--- src/rtl/multi_sampler_n.sv ---
// Base sampling strobe every P qualified ext_trig events, plus N_DS downsampled strobes gated onto it.
// Latency: sample_out and ds_stb are registered, asserted 1 clk after the qualifying tick.
// Backpressure: none; free-running strobe generator. ext_trig=0 freezes all state.
//
// Ports:
//   clk, reset_n    system clock, asynchronous active-low reset
//   ext_trig        clock enable qualifying base counting
//   resync          single-cycle pulse; realigns base counter and all channels
//   sample_period   base period P in ext_trig events (0 and 1 both mean every event)
//   ds_period       channel k period D_k at [k*DS_WI +: DS_WI], in base ticks (0 = off)
//   ds_phase        channel k phase F_k applied on resync, in base ticks
//   ds_enable       per-channel enable
//   sample_out      base strobe, one cycle
//   ds_stb          channel strobes, one cycle, only ever coincident with sample_out
//
// Optional feature: define MULTI_SAMPLER_PHASE_EN to honour ds_phase on resync.
// Without it, resync makes every enabled channel strobe on the first tick after
// resync and ds_phase is left unconnected internally.

module multi_sampler_n #(
   parameter int N_DS  = 4,
   parameter int SP_WI = 8,
   parameter int DS_WI = 8
) (
   input  logic                    clk,
   input  logic                    reset_n,
   input  logic                    ext_trig,
   input  logic                    resync,
   input  logic [SP_WI-1:0]        sample_period,
   input  logic [N_DS*DS_WI-1:0]   ds_period,
   input  logic [N_DS*DS_WI-1:0]   ds_phase,
   input  logic [N_DS-1:0]         ds_enable,
   output logic                    sample_out,
   output logic [N_DS-1:0]         ds_stb
);

   logic [SP_WI-1:0] bc;
   logic [SP_WI-1:0] p_latched;
   logic             tick;
   logic             bc_wrap;
   logic             p_changed;

   // A tick is a qualified event landing on count zero; resync suppresses it.
   assign tick = ext_trig & ~resync & (bc == '0);

   // P<=1 short-circuits so the wrapped value of sample_period-1 is never used.
   assign bc_wrap = (sample_period <= SP_WI'(1)) || (bc >= (sample_period - SP_WI'(1)));

   // A new period restarts the count, but only if we are mid-count.
   assign p_changed = (sample_period != p_latched) && (bc != '0);

   always_ff @(posedge clk or negedge reset_n) begin
      if (!reset_n) begin
         bc         <= '0;
         p_latched  <= '0;
         sample_out <= 1'b0;
      end else begin
         sample_out <= tick;
         if (resync) begin
            bc        <= '0;
            p_latched <= sample_period;
         end else if (ext_trig) begin
            p_latched <= sample_period;
            if (p_changed || bc_wrap) begin
               bc <= '0;
            end else begin
               bc <= bc + SP_WI'(1);
            end
         end
      end
   end

`ifndef MULTI_SAMPLER_PHASE_EN
   logic phase_unused;
   assign phase_unused = ^ds_phase;
`endif

   for (genvar k = 0; k < N_DS; k++) begin : g_ch
      logic [DS_WI-1:0] d;
      logic [DS_WI-1:0] dc;
      logic [DS_WI-1:0] dc_load;
      logic             stb_q;

      assign d = ds_period[k*DS_WI +: DS_WI];

`ifdef MULTI_SAMPLER_PHASE_EN
      logic [DS_WI-1:0] f;
      assign f = ds_phase[k*DS_WI +: DS_WI];
      // dc counts down to 1 on ticks; loading F+1 places the first strobe on
      // tick index F. Phases at or beyond the period clamp to D-1. F+1 cannot
      // overflow because it is only taken when F < D.
      assign dc_load = (f >= d) ? d : (f + DS_WI'(1));
`else
      assign dc_load = DS_WI'(1);
`endif

      always_ff @(posedge clk or negedge reset_n) begin
         if (!reset_n) begin
            dc    <= DS_WI'(1);
            stb_q <= 1'b0;
         end else begin
            stb_q <= 1'b0;
            if (resync) begin
               dc <= dc_load;
            end else if (tick) begin
               // Disabled or zero-period channels park at 1 so that re-enabling
               // strobes on the very next tick.
               if (!ds_enable[k] || (d == '0)) begin
                  dc <= DS_WI'(1);
               end else if (dc == DS_WI'(1)) begin
                  stb_q <= 1'b1;
                  dc    <= d;
               end else begin
                  dc <= dc - DS_WI'(1);
               end
            end
         end
      end

      assign ds_stb[k] = stb_q;
   end

endmodule
--- config.mk ---
export PLATFORM = sky130hd
export DESIGN_NAME = multi_sampler_n
export DESIGN_NICKNAME = d
export VERILOG_FILES = /design/src/rtl/multi_sampler_n.sv
export SDC_FILE = /design/constraint.sdc
export NUM_CORES = 1
export LEC_CHECK = 0
export BUFFER_PORTS_ARGS = -buffer_cell sky130_fd_sc_hd__buf_2
export CORE_MARGIN = 4
export CORE_UTILIZATION = 59
export CTS_BUF_LIST = sky130_fd_sc_hd__clkbuf_4 sky130_fd_sc_hd__clkbuf_8 sky130_fd_sc_hd__clkbuf_16
export DETAILED_ROUTE_END_ITERATION = 12
export PLACE_DENSITY = 0.95
export SLEW_MARGIN = 5
export SYNTH_ARGS = -nofsm -noshare
export SYNTH_HDL_FRONTEND = slang
export SYNTH_SLANG_ARGS = --single-unit
--- constraint.sdc ---
create_clock -name clk -period 4.2 [get_ports clk]
set_input_delay 0.84 -clock clk [delete_from_list [all_inputs] [get_ports clk]]
set_output_delay 0.84 -clock clk [all_outputs]
set_load 0.005 [all_outputs]
== After elaboration in Yosys (flattened, before gate mapping) ==
Cells that the tools add are included.

* Bits in registers: 53
* Input bits: 80
* Output and inout port bits: 5

* Add/sub/neg operators: 6
* Order comparisons: 2
* Equal/unequal tests: 5
* Multiplexer cells: 37
* Bitwise gates (word level): 3
* Reductions and logical operators: 19

{| class="wikitable"
|+ Operator list
! cell !! number
|-
| 8-bit two-way mux || 21
|-
| 8-bit logical NOT || 5
|-
| 8-bit by 1-bit subtractor with 8-bit output (second input constant) || 5
|-
| 8-bit by 1-bit == test with 1-bit output (second input constant) || 4
|-
| 1-bit two-way mux || 16
|-
| 8-bit by 1-bit adder with 8-bit output (second input constant) || 1
|-
| 8-bit >= comparator || 1
|-
| 8-bit by 1-bit less-or-equal comparator with 1-bit output (second input constant) || 1
|-
| 8-bit inequality test || 1
|-
| 8-bit nonzero test || 1
|-
| 1-bit logical OR || 6
|-
| 1-bit logical NOT || 4
|-
| 2-bit nonzero test || 2
|-
| 1-bit bitwise AND || 2
|-
| 1-bit logical AND || 1
|-
| 1-bit NOT || 1
|}

== Depth between registers and ports, before layout ==
* Word-level depth: 7
* Gate-level depth with buffers: 11
* Gate-level depth less buffers: 11

== Least setup slack after synthesis ==
No wires, ideal clock.

* Kind: input to register
* Start: input sample_period[2]
* End: register bc[7]
* Library setup time: 83 ps
* Data arrival time: 2764 ps
* Path slack: 1354 ps
* Cell stages on the path: 9
* Path buffers: 0
* Path through: or4_1 nor4_1 xnor2_1 ha_1 nor3b_1 o41ai_2 nor2_1 nand3_1 o21ai_0

* Cells in the longest elaborated chain, start to end: 7
* Elaborated cells between the ends (all ways): 10
* Those cells by class: 1 x add/sub; 2 x order compare; 1 x eq/ne; 3 x mux; 3 x reduce/logical

{| class="wikitable"
|+ RTL lines
! what !! line !! RTL
|-
| start, declared || 29 || <nowiki>input logic [SP_WI-1:0] sample_period,</nowiki>
|-
| 8-bit by 1-bit subtractor with 8-bit output || 47 || <nowiki>assign bc_wrap = (sample_period <= SP_WI'(1)) || (bc >= (sample_period - SP_WI'(1)));</nowiki>
|-
| 8-bit >= comparator || 47 ||
|-
| 1-bit logical OR || 47 ||
|-
| 1-bit logical OR (*) || 64 || <nowiki>if (p_changed || bc_wrap) begin</nowiki>
|-
| 8-bit two-way mux (*) || 64 ||
|-
| 8-bit two-way mux (*) || 62 || <nowiki>end else if (ext_trig) begin</nowiki>
|-
| 8-bit two-way mux (*) || 59 || <nowiki>if (resync) begin</nowiki>
|-
| end signal, assigned || 67 || <nowiki>bc <= bc + SP_WI'(1);</nowiki>
|-
| end, declared || 37 || <nowiki>logic [SP_WI-1:0] bc;</nowiki>
|}

Every way passes the cells marked *; elsewhere a longest branch is shown, timed or not. The select of a mux whose other input is x is not followed.
A chain may end at the register's enable or synchronous reset.

== Worst setup path after layout ==
* Start: input sample_period[2]
* End: register bc[0]

The elaborated chain is that of the path after synthesis.

==> flow_summary_export.csv <==
group,metric,value,unit
cts,postCtsSetupBuffers,0,
route,via_count,3331,
yosys,synth-edff-count,0,
cells_and_area,postLayoutCellArea,0.00398,mm²
cells_and_area,mostFrequentLayoutCells,"buf_2 (52), dfrtp_1 (49), nor2_1 (44)",
placed_design,io_buffers,52,
floorplan,dieArea,0.00739,mm²
grt,grt_first_pass_wirelength,14100,µm
timing,rsz0062_at_grt,"false",
outcome,status,"completed",
power,seqPwrFrac,0.440,
hold_path,hp-class,"reg2reg",
yosys,synth_nets,508,
grt,gr-usage-all-layers,0.234,
floorplan,start_util,0.606,
run,cap_violations,0,
critical_path,worstPathMaxFanout,6,
grt,antenna_found_initial,0,
cts,clkSinkCount,53,
yosys,synthTopCellsByArea,"dfrtp_1 (34%), ha_1 (7.0%), nor2_1 (4.7%), o21ai_0 (3.9%), a21oi_1 (3.8%)",
grt,gr-total-overflow,0,
power,swShare,0.356,
timing,fin_tns_setup,0,ns
placed_design,routabilityCongestion,0.915,
timing,fin_skew,0.0113,ns
floorplan,ios,85,
critical_path,end_kind,"register",
cts,cts_tree,"built",
power,internal_power,855,µW
yosys,synth_largest_area_cell,"dfrtp_1",
critical_path,worst_ep_arrival_time,3.29,ns
power,cellLeakagePower,1.82,nW
yosys,syn_avg_cell_area,8.79,µm²
timing,hold_viol,0,
grt,grt_pass1_vias,3245,
floorplan,die_h,86.0,µm
timing,slew_violations,0,
cts,cts_root_buf,"clkbuf_8",
route,routed_via_density,6.27,
cts,insertion_delay,0.31,ns
floorplan,die_w,86.0,µm
timing,layout_min_cycle_time,3.07,ns
yosys,synth.yosys.seq_area_share,0.371,
timing,setup_violations,0,
power,ir_drop,193,µV
yosys,yosys_warnings,0,
cts,cts-resized-gates,0,
cells_and_area,final_nets,555,
cts,cts-buffers-inserted,5,
route,totalWireLength,8520,µm
route,drtAntennaViolNets,0,
cts,path_clk_slew,0.09,ns
yosys,synth.top_cell.area_share,0.342,
cts,clockBufferDepth,2,
floorplan,core,0.00592,mm²
cells_and_area,antenna_cells,0,
yosys,ys_types,56,
power,pwr-share-comb,0.328,
timing,period_share,0.730,
critical_path,critPathSlowestCell,"or4_1",
power,power.share.clock,0.232,
power,power.total,1.33,mW
critical_path,worst_setup_path_start_kind,"primary input",
timing,tightestPinTransition,0.875,ns
route,first_pass_iters,5,
critical_path,crit_family,"simple AND/OR/NAND/NOR gates",
placed_design,dp_hpwl,6340,µm
cells_and_area,drive_gt1_frac,0.186,
timing,relSlewSlack,0.412,
grt,grt_max_degree,28,
yosys,ys_ff_latch,53,
critical_path,path_buf_inv,1,
cts,htreeDepth,2,
route,wl_per_cell,16.0,µm
floorplan,fp-row-count,28,
route,drt_first_iter_violations,361,
critical_path,slowest_delay,0.59,ns
power,cellPowerDensity,334,mW/mm²
cells_and_area,syn_to_final_growth,10.9,%
critical_path,worst-setup-path-type,"in2reg",
yosys,synth_ff_type,"dfrtp_1",
critical_path,critPathRequiredTime,4.42,ns
yosys,synth_async_sr_flop_share,1.00,
yosys,synthCells,408,
route,drc,0,
cells_and_area,fin_util,0.672,
yosys,netlist_area,0.00359,mm²
cells_and_area,mostFrequentLayoutCell,"buf_2",
timing,maxClockFrequency,0.326,GHz
cts,holdBufCountCts,0,
critical_path,cp_cell_sequence,"buf_2 -> or4_1 -> nor4_1 -> xnor2_1 -> ha_1 -> nor3b_1 -> o41ai_2 -> nor2_1 -> nand3_1 -> o21ai_0",
power,p_sw,473,µW
placed_design,placed_area,0.00388,mm²
[flip-flops by register name (all words and copies together), names as in the netlist]
signal,flops
g_ch.stb_q,4
p_latched,8
bc,8
sample_out,1
g_ch.dc,32
[cell usage after synthesis (5+ instances only)]
master     number
dfrtp_1        49
nor2_1         45
nand2_1        32
o21ai_0        28
a21oi_1        27
inv_1          21
ha_1           20
nor3_1         20
nor4_1          9
or4_1           9
xnor2_1         8
buf_2           7
mux2_2          7
o2bb2ai_1       7
o31ai_1         7
xor2_1          7
and2_1          6
mux2i_1         6
o22ai_1         6
a211oi_1        5
nor2b_1         5
nor3b_1         5
o21ai_1         5
[metal layers]
metal  up-vias  global-route usage  part of all wire
met5         -                   0                 0
met4         0              0.0878             0.020
met3        19              0.0403             0.065
met2       145               0.403              0.50
met1      1570               0.294              0.42
li1       1597                   -                 -
[final cells by class]
cell class	instances	area, µm²
clock inverters	2	13.8
repair buffers	54	275
flip-flops and latches	53	1330
multi-input cells	320	2100
well taps	75	93.8
fillers	463	1940
inverters	21	78.8
clock buffers	6	82.6
[through the flow]
stage                     hold WS [ns]  instances  setup WS [ns]
final                            0.512        531           1.13
after global routing             0.555        531          0.947
after CTS                        0.517        531           1.20
after detailed placement         0.492        523          0.873
after global placement           0.487        523          0.998
after floorplan                  0.464        408           1.35
[kinds of logic (layout without fill, tap and decap cells)]
logic type / count (synthesis) / after routing / synth area share
flip-flops: 53 / 53 / 0.371
adder cells (fa/ha/maj): 20 / 20 / 0.0698
AND/OR/NAND/NOR: 159 / 159 / 0.238
buffers and inverters: 35 / 83 / 0.0433
XOR/XNOR: 15 / 15 / 0.0366
multiplexers: 13 / 13 / 0.0387
AO/OA/AOI/OAI: 113 / 113 / 0.202
[worst paths after layout]
| kind | start | slack (ns) | depth (start not counted) | end |
|---|---|---|---|---|
| max reg2reg | g_ch[0].dc[0] | 1.77 | 6 | g_ch[0].dc[3] |
| max | sample_period[2] | 1.13 | 10 | bc[0] |
| min | g_ch[3].dc[6] | 0.51 | 1 | g_ch[3].dc[6] |
| max in group asynchronous | reset_n | 2.86 | 2 | g_ch[1].dc[0] |
| min reg2reg | g_ch[3].dc[6] | 0.51 | 1 | g_ch[3].dc[6] |
| min in group asynchronous | reset_n | 0.52 | 1 | p_latched[4] |
[power groups by stage]
stage / combinational [mW] / sequential, mW / clock (mW)
detailed placement: 0.428 / 0.593 / 0
CTS: 0.432 / 0.584 / 0.312
floorplan: 0.323 / 0.585 / 0
global placement: 0.407 / 0.591 / 0
global route: 0.483 / 0.591 / 0.330
finish: 0.435 / 0.585 / 0.308
(Power assumes the default switching activity.)
